File: config.mk
export PLATFORM = sky130hd
export DESIGN_NAME = ccff_chain_loader
export DESIGN_NICKNAME = d
export VERILOG_FILES = /design/src/rtl/ccff_pkg.sv /design/src/rtl/ccff_crc8.sv /design/src/rtl/ccff_chain_loader.sv
export SDC_FILE = /design/constraint.sdc
export NUM_CORES = 1
export LEC_CHECK = 0
export CORE_UTILIZATION = 25
export DETAILED_ROUTE_END_ITERATION = 10
export PLACE_DENSITY = 0.49
export SETUP_SLACK_MARGIN = 0.5
export SYNTH_ARGS = -nofsm -noshare
export SYNTH_HDL_FRONTEND = slang
export SYNTH_SLANG_ARGS = --single-unit
export TNS_END_PERCENT = 10
File: constraint.sdc
create_clock -name prog_clk -period 2.05 [get_ports prog_clk]
set_input_delay 0.205 -clock prog_clk [delete_from_list [all_inputs] [get_ports prog_clk]]
set_output_delay 0.205 -clock prog_clk [all_outputs]
set_load 0.1 [all_outputs]
File: src/rtl/ccff_pkg.sv
// Shared types and CRC helper for the configuration-chain loader.
// The CRC is serial CRC-8 with polynomial 0x07, init 0x00 and no final XOR.
package ccff_pkg;

    typedef enum logic [1:0] {
        ST_IDLE,
        ST_LOAD,
        ST_VERIFY,
        ST_FIN
    } ccff_ld_state_t;

    localparam logic [7:0] CCFF_CRC_POLY = 8'h07;

    // One serial CRC-8 step: the feedback bit is the top CRC bit XOR the incoming bit.
    function automatic logic [7:0] ccff_crc8_step(input logic [7:0] crc, input logic din);
        logic fb;
        fb = crc[7] ^ din;
        return {crc[6:0], 1'b0} ^ (fb ? CCFF_CRC_POLY : 8'h00);
    endfunction

endpackage

File: src/rtl/ccff_crc8.sv
// Serial CRC-8 accumulator with synchronous clear and enable.
// Clear has priority over enable.
module ccff_crc8
    import ccff_pkg::*;
(
    input  logic       clk,
    input  logic       rst,
    input  logic       clr,
    input  logic       en,
    input  logic       din,
    output logic [7:0] crc
);

    always_ff @(posedge clk or posedge rst) begin
        if (rst) begin
            crc <= 8'h00;
        end else if (clr) begin
            crc <= 8'h00;
        end else if (en) begin
            crc <= ccff_crc8_step(crc, din);
        end
    end

endmodule

File: src/rtl/ccff_chain_loader.sv
// Serializes host configuration words into a scan chain of configuration flops,
// with an optional recirculating verify pass that compares CRCs of the bits in and out.
module ccff_chain_loader
    import ccff_pkg::*;
#(
    parameter int CHAIN_LEN = 8,
    parameter int WORD_W    = 8
) (
    input  logic              prog_clk,
    input  logic              prog_reset,
    input  logic              cfg_start,
    input  logic              cfg_verify,
    input  logic [WORD_W-1:0] cfg_data,
    input  logic              cfg_valid,
    output logic              cfg_ready,
    output logic              ccff_head,
    output logic              ccff_clk_en,
    input  logic              ccff_tail,
    output logic              busy,
    output logic              done,
    output logic              err
);

    localparam int BCW       = $clog2(CHAIN_LEN + 1);
    localparam int FW        = $clog2(WORD_W + 1);
    localparam int WORDS     = (CHAIN_LEN + WORD_W - 1) / WORD_W;
    localparam int WCW       = $clog2(WORDS + 1);
    localparam int LAST_BITS = CHAIN_LEN - (WORDS - 1) * WORD_W;

    localparam logic [BCW-1:0] LAST_IDX  = BCW'(CHAIN_LEN - 1);
    localparam logic [WCW-1:0] WORDS_C   = WCW'(WORDS);
    localparam logic [WCW-1:0] LAST_WORD = WCW'(WORDS - 1);
    localparam logic [FW-1:0]  FULL_FILL = FW'(WORD_W);
    localparam logic [FW-1:0]  LAST_FILL = FW'(LAST_BITS);
    localparam logic [FW-1:0]  ONE_FILL  = FW'(1);

    ccff_ld_state_t    state, state_n;
    logic [WORD_W-1:0] shift_buf, shift_buf_n;
    logic [FW-1:0]     fill, fill_n;
    logic [WCW-1:0]    word_cnt, word_cnt_n;
    logic [BCW-1:0]    bit_cnt, bit_cnt_n;
    logic              verify_q, verify_n;
    logic              err_q, err_n;
    logic              head_q, head_n;
    logic              en_q, en_n;

    logic              crc_clr;
    logic              crc_in_en;
    logic              crc_out_en;
    logic [7:0]        crc_in_val;
    logic [7:0]        crc_out_val;

    ccff_crc8 u_crc_in (
        .clk (prog_clk),
        .rst (prog_reset),
        .clr (crc_clr),
        .en  (crc_in_en),
        .din (shift_buf[0]),
        .crc (crc_in_val)
    );

    ccff_crc8 u_crc_out (
        .clk (prog_clk),
        .rst (prog_reset),
        .clr (crc_clr),
        .en  (crc_out_en),
        .din (ccff_tail),
        .crc (crc_out_val)
    );

    always_ff @(posedge prog_clk or posedge prog_reset) begin
        if (prog_reset) begin
            state     <= ST_IDLE;
            shift_buf <= '0;
            fill      <= '0;
            word_cnt  <= '0;
            bit_cnt   <= '0;
            verify_q  <= 1'b0;
            err_q     <= 1'b0;
            head_q    <= 1'b0;
            en_q      <= 1'b0;
        end else begin
            state     <= state_n;
            shift_buf <= shift_buf_n;
            fill      <= fill_n;
            word_cnt  <= word_cnt_n;
            bit_cnt   <= bit_cnt_n;
            verify_q  <= verify_n;
            err_q     <= err_n;
            head_q    <= head_n;
            en_q      <= en_n;
        end
    end

    // A refill may land on the same edge that shifts out the buffer's last bit,
    // so the accept branch overrides the shift branch for the buffer and fill count.
    always_comb begin
        state_n     = state;
        shift_buf_n = shift_buf;
        fill_n      = fill;
        word_cnt_n  = word_cnt;
        bit_cnt_n   = bit_cnt;
        verify_n    = verify_q;
        err_n       = err_q;
        crc_clr     = 1'b0;
        crc_in_en   = 1'b0;
        crc_out_en  = 1'b0;
        cfg_ready   = 1'b0;

        case (state)
            ST_IDLE: begin
                if (cfg_start) begin
                    state_n    = ST_LOAD;
                    bit_cnt_n  = '0;
                    word_cnt_n = '0;
                    fill_n     = '0;
                    err_n      = 1'b0;
                    verify_n   = cfg_verify;
                    crc_clr    = 1'b1;
                end
            end
            ST_LOAD: begin
                cfg_ready = ((fill == '0) || (fill == ONE_FILL)) && (word_cnt != WORDS_C);
                if (fill != '0) begin
                    crc_in_en   = 1'b1;
                    shift_buf_n = shift_buf >> 1;
                    fill_n      = fill - ONE_FILL;
                    bit_cnt_n   = bit_cnt + BCW'(1);
                    if (bit_cnt == LAST_IDX) begin
                        state_n   = verify_q ? ST_VERIFY : ST_FIN;
                        bit_cnt_n = '0;
                    end
                end
                if (cfg_ready && cfg_valid) begin
                    shift_buf_n = cfg_data;
                    fill_n      = (word_cnt == LAST_WORD) ? LAST_FILL : FULL_FILL;
                    word_cnt_n  = word_cnt + WCW'(1);
                end
            end
            ST_VERIFY: begin
                crc_out_en = 1'b1;
                bit_cnt_n  = bit_cnt + BCW'(1);
                if (bit_cnt == LAST_IDX) begin
                    state_n   = ST_FIN;
                    bit_cnt_n = '0;
                    if (ccff_crc8_step(crc_out_val, ccff_tail) != crc_in_val) begin
                        err_n = 1'b1;
                    end
                end
            end
            ST_FIN: begin
                state_n = ST_IDLE;
            end
            default: begin
                state_n = ST_IDLE;
            end
        endcase

        head_n = ((state_n == ST_LOAD) && (fill_n != '0)) ? shift_buf_n[0] : 1'b0;
        en_n   = ((state_n == ST_LOAD) && (fill_n != '0)) || (state_n == ST_VERIFY);
    end

    // Recirculation in verify is the only combinational tail-to-head path.
    assign ccff_head   = (state == ST_VERIFY) ? ccff_tail : head_q;
    assign ccff_clk_en = en_q;
    assign busy        = (state != ST_IDLE);
    assign done        = (state == ST_FIN);
    assign err         = err_q;

endmodule
-- Word level (Yosys, flattened, before mapping)
Cells that the tools add are included.
- add/subtract/negate cells: 3
- eq/ne operators: 13
- mux-type cells: 37
- bitwise operators: 5
- reductions and logical operators: 21
- operators by type and width (kind ; number):
    $mux 8 ; 6
    $mux 4 ; 6
    $mux 1 ; 14
    $pmux 4 s3 ; 1
    $reduce_bool 2->1 ; 6
    $ne 2x2->1 const B ; 5
    $mux 2 ; 4
    $ne 8x8->1 ; 1
    $pmux 2 s4 ; 1
    $pmux 4 s2 ; 1
    $reduce_bool 4->1 ; 2
    $xor 8x3->8 ; 1
    $xor 8x8->8 ; 1
    $eq 2x2->1 const B ; 3
    $mux 3 ; 2
    $reduce_and 3->1 ; 2
    $add 4x1->4 const B ; 1
    $eq 2x1->1 const B ; 2
    $eq 4x1->1 const B ; 1
    $eq 4x3->1 const B ; 1
    $logic_not 4->1 ; 1
    $pmux 1 s2 ; 2
    $reduce_and 2->1 ; 2
    $reduce_and 4->1 ; 1
    other kinds (8) ; 12
- register bits: 39
- input port bits: 14
- logic and storage cells: 91

-- Depth between registers and ports, before layout
- depth after elaboration: 9
- depth in mapped cells: 10

-- By module
From an unflattened synthesis, not the netlist that was laid out.
- cells, all modules: 225
- area, all modules: 2189.6 um2
- modules (own cells, without submodules) (module ; times used ; cells each ; area an instance (um2)):
    ccff_chain_loader ; 1 ; 159 ; 1436.4
    ccff_crc8 ; 2 ; 33 ; 376.6

-- Worst setup path after synthesis
Ideal clock, no wire load.
- path kind: reg2out
- start: register state[1]
- end: output port cfg_ready
- data arrival time: 4.186 ns
- data required time: 1.845 ns
- path slack: -2.341 ns
- cell stages (with the launch flop): 7
- buffers on the path: 2
- cell sequence: dfrtp_1 inv_1 ha_1 buf_2 buf_6 inv_1 nor4b_1
- cells in the longest elaborated chain, start to end: 2
- ends and longest elaborated chain (element ; RTL line ; text):
    from (decl) ; ccff_chain_loader.sv:37 ; ccff_ld_state_t state, state_n;
    from (signal assigned) ; ccff_chain_loader.sv:83 ; state <= state_n;
    $eq 2x1->1 ; ccff_chain_loader.sv:110 ; case (state)
    $mux 1 ; ccff_chain_loader.sv:110 ;
    to (decl) ; ccff_chain_loader.sv:15 ; output logic cfg_ready,
No other way between the ends.

-- Worst setup path after layout
Ends and elaborated chain as after synthesis.

==> impl_metrics.sql <==
INSERT INTO impl_metrics (metric_group, metric, value, unit) VALUES
('run_status', 'outcome', 'complete, no violations', ''),
('pwr', 'ir_drop', '0.0006612', 'V'),
('sta', 'rsz0062_at_grt', 'yes', ''),
('synthesis', 'synth_enable_flop_cells', '0', ''),
('worst_setup_path', 'crit-reg2reg-launch', 'fill[1]', ''),
('placement', 'pre_cts_ws', '-0.01336', 'ns'),
('worst_setup_path', 'crit_path_start_kind', 'flip-flop', ''),
('sta', 'slew_headroom', '65.44', '%'),
('layout', 'syn_to_final_growth', '31.88', '%'),
('floorplan', 'die_width', '96.02', 'microns'),
('sta', 'slew_worst_pin', '0.5184', 'ns'),
('pwr', 'power.leakage', '1.284', 'nW'),
('global_route', 'grt_pass1_wl', '8.342', 'mm'),
('synthesis', 'synth_largest_type_area_fraction', '44.17', '%'),
('routing', 'drt-vias-per-instance', '4.572', ''),
('placement', 'dp_hpwl', '3.437', 'mm'),
('worst_setup_path', 'timing.critical_path.to_type', 'primary output', ''),
('global_route', 'top_usage_layer', 'met2', ''),
('global_route', 'number_of_global_route_vias_before_repair', '1707', ''),
('sta', 'final-max-slew-violation-count', '0', ''),
('worst_setup_path', 'critPathBufInv', '3', ''),
('global_route', 'grt_use_total', '11.96', '%'),
('synthesis', 'synth.yosys.seq_area_share', '44.17', '%'),
('routing', 'finalWirelength', '5.074', 'mm'),
('global_route', 'globalRoute.totalOverflow', '0', ''),
('routing', 'route.detailed.drc', '0', ''),
('floorplan', 'ioPinCount', '20', ''),
('worst_setup_path', 'crit_path_category', 'reg -> out', ''),
('sta', 'timing.final.hold_violations', '0', ''),
('routing', 'detail_route.first_pass.iterations', '4', ''),
('floorplan', 'start_util', '26.36', '%'),
('layout', 'filler_cell_count', '858', ''),
('synthesis', 'synth_ff_type', 'sky130_fd_sc_hd__dfrtp_1', ''),
('sta', 'final.setup.worst_slack', '0.1913', 'ns'),
('layout', 'n_antenna_cell', '0', ''),
('floorplan', 'placement_rows', '33', ''),
('clock_tree', 'clk_pin_slew_worst_paths', '0.09', 'ns'),
('synthesis', 'post_synth_inst_count', '226', ''),
('hold_path', 'worstHoldPathType', 'in -> async', ''),
('global_route', 'grt_antenna_before_repair', '0', ''),
('synthesis', 'postSynth.asyncResetShare', '100.0', '%'),
('worst_setup_path', 'timing.reg2reg.setup_slack', '0.23', 'ns'),
('synthesis', 'synth.avg_cell_area', '9.777', 'sq um'),
('layout', 'final_common_cell', 'sky130_fd_sc_hd__nand2_1', ''),
('sta', 'achievable-frequency', '0.5380', 'GHz'),
('synthesis', 'syn_nets', '247', ''),
('synthesis', 'netlist_area', '2210', 'sq um'),
('layout', 'multi_input_area', '1195', 'sq um'),
('routing', 'drt_iter0_markers', '95', ''),
('floorplan', 'die_height', '96.02', 'microns'),
('clock_tree', 'cts.root.buffer_cell', 'sky130_fd_sc_hd__clkbuf_8', ''),
('worst_setup_path', 'cp_data_required_time', '1.85', 'ns'),
('clock_tree', 'ctsHtreeMaxLevel', '2', ''),
('synthesis', 'post_synth_num_cell_types', '53', ''),
('worst_setup_path', 'critical_path.top_delay_family', 'flip-flops', ''),
('sta', 'skew', '0.01213', 'ns'),
('pwr', 'p_per_area', '1429', 'nW/um^2'),
('floorplan', 'fp.coreArea', '8382', 'sq um'),
('layout', 'nets', '296', ''),
('placement', 'port_buffers', '19', ''),
('synthesis', 'synth-warning-count', '0', ''),
('routing', 'num_vias', '1742', ''),
('sta', 'fin_tns_setup', '0', 'ns'),
('sta', 'setup-violations-final', '0', ''),
('clock_tree', 'insertion_delay', '0.29', 'ns'),
('global_route', 'grt_start_max_net_pins', '40', ''),
('sta', 'timing.final.crit_period', '1.859', 'ns'),
('routing', 'drt-wirelength-per-cell', '13.32', 'microns'),
('synthesis', 'synthDominantAreaCellType', 'sky130_fd_sc_hd__dfrtp_1', ''),
('worst_setup_path', 'worst_path_max_delay_cell', 'sky130_fd_sc_hd__dfrtp_2', ''),
('layout', 'mostFrequentLayoutCells', 'sky130_fd_sc_hd__nand2_1 (38), sky130_fd_sc_hd__dfrtp_1 (37), sky130_fd_sc_hd__buf_4 (35), sky130_fd_sc_hd__clkdlybuf4s50_1 (13), sky130_fd_sc_hd__nor2_1 (12)', '');
-- power by group --
group / switching (W) / internal, W
registers: 0.000182 / 0.000979
clock network: 0.000279 / 0.000238
logic: 0.00135 / 0.00114
-- worst min-delay path: stages --
cell and delay (ns):
sky130_fd_sc_hd__clkdlybuf4s50_1 0.40, sky130_fd_sc_hd__inv_1 0.05, sky130_fd_sc_hd__buf_4 0.43
-- what timing repair did --
action,4_1_cts,5_1_grt
cloned,0,0
hold buffers,0,0
endpoints found under the setup margin,40,33
pin swaps,5,2
buffers inserted,15,1
gates resized for setup,16,3
-- synth_stat cells (2+ instances only) --
cell type and number:
sky130_fd_sc_hd__nor3_1 3, sky130_fd_sc_hd__nor2b_1 4, sky130_fd_sc_hd__nor2_1 13, sky130_fd_sc_hd__xor2_1 6
sky130_fd_sc_hd__buf_6 5, sky130_fd_sc_hd__nand2_2 2, sky130_fd_sc_hd__mux2i_1 9, sky130_fd_sc_hd__clkbuf_1 3
sky130_fd_sc_hd__nand2_1 38, sky130_fd_sc_hd__inv_1 12, sky130_fd_sc_hd__ha_1 7, sky130_fd_sc_hd__a21oi_1 11
sky130_fd_sc_hd__and4b_1 2, sky130_fd_sc_hd__dfrtp_1 39, sky130_fd_sc_hd__xnor2_1 7, sky130_fd_sc_hd__buf_2 2
sky130_fd_sc_hd__a211oi_1 2, sky130_fd_sc_hd__and3_1 2, sky130_fd_sc_hd__nand3_1 5, sky130_fd_sc_hd__o21ai_0 5
sky130_fd_sc_hd__o21ai_1 9, sky130_fd_sc_hd__o31ai_1 3, sky130_fd_sc_hd__a21oi_2 2, sky130_fd_sc_hd__a22o_1 6
-- metrics by stage --
stage	area [sq um]	cells
floorplan	2265	226
global placement	2639	357
detailed placement	2639	357
CTS	2893	380
global route	2914	381
finish	2914	381
-- state kept, by name, indices dropped and copies added, names as in the netlist --
name           cells
u_crc_out.crc      8
ccff_clk_en        1
word_cnt           1
bit_cnt            4
head_q             1
shift_buf          8
state              2
err                1
verify_q           1
u_crc_in.crc       8
fill               4
-- worst max-delay path by stage --
stage                   from     endpoint  slack (ns)  cells after the start
finish              state[1]    cfg_ready        0.19                      5
global route         fill[0]  ccff_clk_en        0.12                      8
CTS                  fill[1]    cfg_ready        0.18                      6
detailed placement  state[0]  ccff_clk_en       -0.01                      7
global placement    state[0]  ccff_clk_en       0.008                      7
floorplan           state[1]    cfg_ready       -0.29                      6
-- cell families (layout without fill, tap and decap cells) --
| logic type | after synthesis | after routing | synth area share, % |
|---|---|---|---|
| and+or+nand+nor | 83 | 83 | 18.74 |
| AOI/OAI and AO/OA | 51 | 51 | 17.50 |
| DFF | 39 | 39 | 44.17 |
| buffers and inverters | 23 | 73 | 5.889 |
| xor gates and xnor gates | 13 | 13 | 5.153 |
| muxes | 10 | 10 | 4.587 |
| adders and majority gates | 7 | 7 | 3.964 |
-- layer usage --
layer  vias to the layer above  routed length (microns)
met1                       825                     2516
met5                         -                        0
li1                        876                        -
met4                         0                       24
met2                        39                     2275
met3                         2                      258
-- area by class of cell --
| class | instances | area share (%) |
|---|---|---|
| flip-flops and latches | 39 | 33.58 |
| inverters | 12 | 1.675 |
| multi-input cells | 164 | 41.00 |
| clock inverters | 2 | 0.4294 |
| well taps | 105 | 4.508 |
| clock buffers | 6 | 2.490 |
| repair buffers | 53 | 16.32 |
(Power assumes the default switching activity.)
==> edit (config.mk and constraints unchanged) <==
The parameter `CHAIN_LEN` goes from 8 to 16.
--- a/src/rtl/ccff_chain_loader.sv
+++ b/src/rtl/ccff_chain_loader.sv
@@ -4,5 +4,5 @@
     import ccff_pkg::*;
 #(
-    parameter int CHAIN_LEN = 8,
+    parameter int CHAIN_LEN = 16,
     parameter int WORD_W    = 8
 ) (
Function: changed (a bounded check fails within 10 cycles, from zero or initial values and one cycle with prog_reset high).
==> edit against the original RTL <==
Total power increased by 18%; highest routed layer unchanged; first-iteration DRC count fell by 37%; sequential cell count is 2 higher; worst setup slack worse by 0.069 ns; cell count up 1.0%; synthesized area rose by 1.9%; critical path depth increased by 2; sequential power rose by 15%; clock skew down 0.0056 ns; die area grew 1.8%; routed wire length up 8.7%; largest power group unchanged; design area is 5.2% higher.
==> edit: results (changes against the original RTL) <==
| Metric | Value |
|---|---|
| Status | finished, final reports clean (unchanged) |
| Worst setup path end | ccff_clk_en (was cfg_ready) |
| Postcts setup bufs | 8 (was 15) |
| Nets | 299 (was 296) |
| Met2 usage | 0.188 (was 0.184) |
| Non-clock buffering overhead | 0.154 (was 0.163) |
| Wire length on met3 | 154 microns (was 258 microns) |
| Setup CP Type | reg2reg (was reg2out) |
| Worst vdd ir | 0.744 mV (was 0.661 mV) |
| Non-clock buffer count | 50 (was 53) |
| Register area | 0.00103 sq mm (was 978 sq um) |
| First-pass GRT wire length | 9.03 mm (was 8.34 mm) |
| Drt total wl | 5.52 mm (was 5.07 mm) |
| Clock network area share | 0.0339 (was 0.0292) |
| Crit path max-delay family | simple AND/OR/NAND/NOR gates (was flip-flops) |
| Leading cell types by total area after synthesis | dfrtp_1 (46%), ha_1 (4.4%), mux2i_1 (4.4%) (was dfrtp_1 (44%), nand2_1 (6.5%), mux2i_1 (4.1%)) |
| Leakage | 0.00129 uW (was 0.00128 uW) |
| Final Wtd Congestion | 0.904 (was 0.805) |
| Fillers | 869 (was 858) |
| Clock Skew | 0.00649 ns (was 0.0121 ns) |
| WP data arrival | 2.09 ns (was 1.65 ns) |
| Hpwl dp | 3.78 mm (was 3.44 mm) |
| Post-synthesis sequential area ratio | 0.456 (was 0.442) |
| R2R setup slack | 0.12 ns (was 0.23 ns) |
| Switching pwr | 2150 uW (was 1810 uW) |
| R2R depth | 7 (was 8) |
| Met3 usage | 0.0246 (was 0.0261) |
| Sink Count | 41 (was 39) |
| Met2 wire length | 2.55 mm (was 2.28 mm) |
| Largest net degree at the start of global routing | 42 (was 40) |
| Layout cells sized above 1 | 0.310 (was 0.290) |
| RR Endpoint | ccff_clk_en (was head_q) |
| Sequential power | 1330 uW (was 1160 uW) |
[edit: cell types whose count changed after synthesis, moves of 5 or more]
cell     before  now
a21oi_1      11   18
nand3_1       5   10
o22ai_1       0   10
nand2_1      38   18
o21ai_1       9    0
nor2_1       13   24
[edit: cell families after synthesis]
logic type,count (synthesis),synth area share
compound gates,57,0.173
xor+xnor,13,0.0506
fa+ha+maj,8,0.0445
buf+inv,21,0.0411
flops,41,0.456
mux,12,0.0545
simple gates,78,0.181
[edit: metrics by stage]
step | hold slack, ns | setup slack [ns] | cell area (sq um) | cells
2_1_floorplan | 0.357 | -0.137 | 2300 | 230
3_5_place_dp | 0.505 | -0.0594 | 2750 | 367
3_3_place_gp | 0.503 | -0.0774 | 2750 | 367
5_1_grt | 0.418 | 0.0474 | 3060 | 385
6_report | 0.352 | 0.122 | 3060 | 385
4_1_cts | 0.378 | 0.127 | 2990 | 382
